## config.mk

```make
export PLATFORM = sky130hd
export DESIGN_NAME = fifo_param
export DESIGN_NICKNAME = d
export VERILOG_FILES = /design/src/rtl/fifo_param.sv
export SDC_FILE = /design/constraint.sdc
export NUM_CORES = 1
export LEC_CHECK = 0
export ABC_AREA = 0
export CORE_AREA = 2 2 77 86
export DETAILED_ROUTE_END_ITERATION = 8
export DIE_AREA = 0 0 79 88
export PLACE_DENSITY_LB_ADDON = 0.08
export SYNTH_ARGS = -nofsm -noshare
export SYNTH_HDL_FRONTEND = slang
export SYNTH_SLANG_ARGS = --single-unit
```

## constraint.sdc

```tcl
create_clock -name clk -period 6.1 [get_ports clk]
set_input_delay 0.61 -clock clk [delete_from_list [all_inputs] [get_ports clk]]
set_output_delay 0.61 -clock clk [all_outputs]
set_load 0.02 [all_outputs]
```

## src/rtl/fifo_param.sv

```systemverilog
// rtl/fifo_param.sv - parametrised tagged FIFO with fill count, thresholds, hysteretic pause and sticky errors
module fifo_param #(
    parameter int BUS_SIZE   = 6,
    parameter int ADDR_WIDTH = 3,
    parameter int DEPTH      = 1 << ADDR_WIDTH
) (
    input  logic                  clk,
    input  logic                  reset,
    input  logic                  push,
    input  logic                  pop,
    input  logic                  valid,
    input  logic [BUS_SIZE-1:0]   data_in,
    input  logic [ADDR_WIDTH:0]   umbral_alto,
    input  logic [ADDR_WIDTH:0]   umbral_bajo,
    output logic [BUS_SIZE-1:0]   data_out,
    output logic                  valid_out,
    output logic [ADDR_WIDTH:0]   fill,
    output logic                  empty,
    output logic                  full,
    output logic                  almost_full,
    output logic                  almost_empty,
    output logic                  pause,
    output logic                  continua,
    output logic                  err_overflow,
    output logic                  err_underflow
);

    localparam logic [ADDR_WIDTH:0]   FULL_CNT = (ADDR_WIDTH+1)'(DEPTH);
    localparam logic [ADDR_WIDTH:0]   CNT_ONE  = (ADDR_WIDTH+1)'(1);
    localparam logic [ADDR_WIDTH-1:0] PTR_ONE  = ADDR_WIDTH'(1);

    typedef enum logic {ST_RUN = 1'b0, ST_STOP = 1'b1} state_t;

    logic [BUS_SIZE:0]     mem_q [DEPTH];
    logic [ADDR_WIDTH-1:0] wr_ptr_q, wr_ptr_d;
    logic [ADDR_WIDTH-1:0] rd_ptr_q, rd_ptr_d;
    logic [ADDR_WIDTH:0]   fill_q, fill_d;
    logic [BUS_SIZE-1:0]   data_out_q, data_out_d;
    logic                  valid_out_q, valid_out_d;
    logic [ADDR_WIDTH:0]   alto_q, alto_d;
    logic [ADDR_WIDTH:0]   bajo_q, bajo_d;
    logic                  err_ovf_q, err_ovf_d;
    logic                  err_unf_q, err_unf_d;
    state_t                state_q, state_d;
    logic                  push_acc, pop_acc;

    assign empty        = (fill_q == '0);
    assign full         = (fill_q == FULL_CNT);
    assign almost_full  = (fill_q >= alto_q);
    assign almost_empty = (fill_q <= bajo_q);

    always_comb begin
        pop_acc     = pop && !empty;
        // a full FIFO still takes a write when the same cycle frees a slot
        push_acc    = push && (!full || pop_acc);
        wr_ptr_d    = wr_ptr_q;
        rd_ptr_d    = rd_ptr_q;
        fill_d      = fill_q;
        data_out_d  = data_out_q;
        valid_out_d = valid_out_q;
        if (push_acc) begin
            wr_ptr_d = wr_ptr_q + PTR_ONE;
        end
        if (pop_acc) begin
            rd_ptr_d                  = rd_ptr_q + PTR_ONE;
            {valid_out_d, data_out_d} = mem_q[rd_ptr_q];
        end
        case ({push_acc, pop_acc})
            2'b10:   fill_d = fill_q + CNT_ONE;
            2'b01:   fill_d = fill_q - CNT_ONE;
            default: fill_d = fill_q;
        endcase
        err_ovf_d = err_ovf_q | (push && !push_acc);
        err_unf_d = err_unf_q | (pop && empty);
        alto_d    = reset ? umbral_alto : alto_q;
        bajo_d    = reset ? umbral_bajo : bajo_q;
        // hysteresis works from the registered fill, so pause lags fill by one edge
        state_d = state_q;
        case (state_q)
            ST_RUN:  if (fill_q >= alto_q) state_d = ST_STOP;
            ST_STOP: if (fill_q <= bajo_q) state_d = ST_RUN;
            default: state_d = ST_RUN;
        endcase
    end

    always_ff @(posedge clk) begin
        alto_q <= alto_d;
        bajo_q <= bajo_d;
        if (reset) begin
            wr_ptr_q    <= '0;
            rd_ptr_q    <= '0;
            fill_q      <= '0;
            data_out_q  <= '0;
            valid_out_q <= 1'b0;
            err_ovf_q   <= 1'b0;
            err_unf_q   <= 1'b0;
            state_q     <= ST_RUN;
        end else begin
            wr_ptr_q    <= wr_ptr_d;
            rd_ptr_q    <= rd_ptr_d;
            fill_q      <= fill_d;
            data_out_q  <= data_out_d;
            valid_out_q <= valid_out_d;
            err_ovf_q   <= err_ovf_d;
            err_unf_q   <= err_unf_d;
            state_q     <= state_d;
        end
    end

    always_ff @(posedge clk) begin
        if (!reset && push_acc) begin
            mem_q[wr_ptr_q] <= {valid, data_in};
        end
    end

    assign data_out      = data_out_q;
    assign valid_out     = valid_out_q;
    assign fill          = fill_q;
    assign pause         = (state_q == ST_STOP);
    assign continua      = (state_q != ST_STOP);
    assign err_overflow  = err_ovf_q;
    assign err_underflow = err_unf_q;

endmodule
```

==> impl_metrics.json <==
{
  "clock-sinks": 84,
  "synth_area_leaders": "edfxtp_1 54%, dfxtp_1 11%, mux4_2 8.9%",
  "synth_edf_count": 64,
  "syn_area_sq_mm": 0.00353,
  "firstDrtPassIters": 4,
  "syn_nets": 263,
  "cts_resized": 0,
  "placedInstanceArea_sq_mm": 0.00399,
  "grt_max_degree": 39,
  "die_w_um": 79,
  "wl_um": 6310,
  "clock-root-buffer": "clkbuf_8",
  "rows": 30,
  "skew_ps": 12.7,
  "cp_top_family": "buffers and inverters",
  "dpl.hpwl_um": 4120,
  "cts_tree": "built",
  "start_util_pct": 58.0,
  "arrival_ps": 2410,
  "routabilityCongestion": 0.773,
  "yosys.area.top_type": "edfxtp_1",
  "synth_ff_type": "edfxtp_1",
  "fillCellCount": 445,
  "r2r_cells": 8,
  "grt_pass1_wl_um": 9910,
  "maxCapViolCount": 0,
  "hp-start": "err_overflow",
  "critPathCaptureType": "output port",
  "final_area_sq_mm": 0.00418,
  "worst_setup_path_start_kind": "flip-flop",
  "globalRouteOverflowTotal": 0,
  "routedWlPerCell_um": 17.6,
  "fin_crit_sh_pct": 49.5,
  "power_density_mw_per_mm2": 393,
  "gr-usage-all-layers_pct": 19.8,
  "timing.rr.end": "fill[3]",
  "num_vias": 1977,
  "async_reset_ff_share_pct": 0,
  "rrSetupSlack_ps": 3470,
  "tightest_slew_ps": 1040,
  "synth_cells": 231,
  "worstPathMaxFanout": 8,
  "postSynthAreaPerCell_sq_um": 15.3,
  "finalNonFillerCells": 359,
  "post_cts_buffers": 0,
  "setup_tns_ps": 0,
  "synth.top_cell.area_share_pct": 54.5,
  "antenna_cells": 0,
  "place_inst": 343,
  "total_power_uw": 1640,
  "ys_seq_elements": 84,
  "insertion_delay_ps": 350,
  "path_buf_inv": 2,
  "yosys_warnings": 0,
  "critical-path-max-stage-delay_ps": 670,
  "critPathKind": "reg -> out",
  "required_ps": 5490,
  "area_delta_synth_final_pct": 18.5,
  "finalHoldViolations": 0,
  "final_common_cell": "edfxtp_1",
  "synthDistinctLibCells": 42,
  "hold-path-endpoint": "err_overflow",
  "worstReg2RegStart": "fill[3]",
  "cts_htree_levels": 3,
  "die_area_sq_mm": 0.00695,
  "rsz0062_at_grt": "no",
  "ctsHoldBuffers": 0,
  "cts_buffer_depth": 2,
  "drive_above_1_share_pct": 15.4,
  "antenna_found_initial": 0,
  "drc": 0,
  "slew_headroom_pct": 30.5,
  "final_cell_mix": "64 x edfxtp_1, 37 x clkdlybuf4s50_1, 24 x nor2_1",
  "path_clk_slew_ps": 90,
  "period_needed_ps": 3020,
  "grt_pass1_vias": 1959,
  "path_depth": 6,
  "drt_iter0_drc": 117,
  "pin_count": 38,
  "core_area_sq_mm": 0.00608,
  "hp-class": "reg -> reg",
  "io_buffers": 37,
  "final_nets": 306,
  "fp.dieH_um": 88,
  "cts_buffers": 9,
  "maxSlewViolCount": 0,
  "slowest_stage": "clkdlybuf4s50_1",
  "ys_seq_area_share_pct": 65.8,
  "status": "finished clean",
  "crit_chain": "inv_1 -> ha_1 -> nand2b_1 -> a21oi_1 -> o21ai_0 -> clkdlybuf4s50_1",
  "clock.fmax_mhz": 331,
  "vias_per_cell": 5.51,
  "finalSetupViolCount": 0,
  "ant_nets": 0,
  "post-route-util_pct": 68.7,
  "vdd.ir_drop.worst_mv": 0.214,
  "min_path_cells": 2,
  "leakage_uw": 0.00142
}
[cell families after synthesis]
family | Yosys count | share of synthesized area [%]
DFF | 84 | 65.8
and+or+nand+nor | 54 | 7.56
AOI/OAI and AO/OA | 29 | 6.00
muxes | 25 | 12.2
buffers and inverters | 22 | 2.62
adders and majority gates | 13 | 4.82
xor gates and xnor gates | 4 | 0.993
[worst reg2reg max path: cells and delay by family (launching register included)]
kind | cells | cell delay, ps
buffers and inverters | 1 | 110
adders and majority gates | 1 | 270
AOI/OAI and AO/OA | 4 | 1360
and+or+nand+nor | 2 | 240
DFF | 1 | 590
[report_power, final]
group	total [uW]	switching (uW)	internal, uW
clock	386	197	189
combinational	508	244	264
sequential	749	81.9	667
[flip-flops by register name, summed over array words and instances, names as in the netlist]
name / count
err_underflow: 1
wr_ptr_q: 3
err_overflow: 1
data_out: 6
valid_out: 1
pause: 1
alto_q: 4
bajo_q: 4
fill: 4
mem_q: 56
rd_ptr_q: 3
[Yosys cell counts (2+ instances only)]
master,count
nand3_1,3
ha_1,12
nor2b_1,3
mux4_2,14
xor2_1,2
a21oi_1,10
buf_2,2
mux2_2,3
nor4b_1,2
xnor2_1,2
dfxtp_1,20
a211oi_1,7
nand4_1,2
edfxtp_1,64
o211ai_1,2
buf_4,2
inv_1,11
nand2b_1,2
clkbuf_1,5
nor2_1,24
mux2i_1,8
o21ai_0,3
nand2_1,8
nor4_1,2
[layer usage]
metal / part of all wire (%) / GRT usage (%)
met5: 0 / 0
met4: 1.8 / 10.3
met3: 4.1 / 3.92
met2: 53 / 34.8
met1: 41 / 23.2
[worst max-delay path by stage]
| stage | from | endpoint | slack, ps |
|---|---|---|---|
| global route | fill[0] | almost_full | 2920 |
| global placement | pop | fill[3] | 2980 |
| floorplan | fill[1] | mem_q[4][0] | 3500 |
| CTS | fill[0] | almost_full | 3100 |
| detailed placement | pop | fill[3] | 2870 |
| finish | fill[0] | almost_full | 3080 |
[through the flow]
stage	setup slack, ps	hold WS (ps)
floorplan	3500	462
global placement	2980	453
detailed placement	2870	463
CTS	3100	485
global route	2920	522
finish	3080	477
[layout make-up]
| cell class | count | area [sq um] | area share, % |
|---|---|---|---|
| sequential | 84 | 2320 | 55.6 |
| clock inverter | 6 | 63.8 | 1.53 |
| clock buffer | 10 | 128 | 3.05 |
| timing repair buffer | 42 | 408 | 9.76 |
| multi-input combinational | 125 | 1110 | 26.6 |
| tap | 80 | 100 | 2.40 |
| inverter | 12 | 45.0 | 1.08 |
No activity file was read; power rests on OpenSTA's default activity.
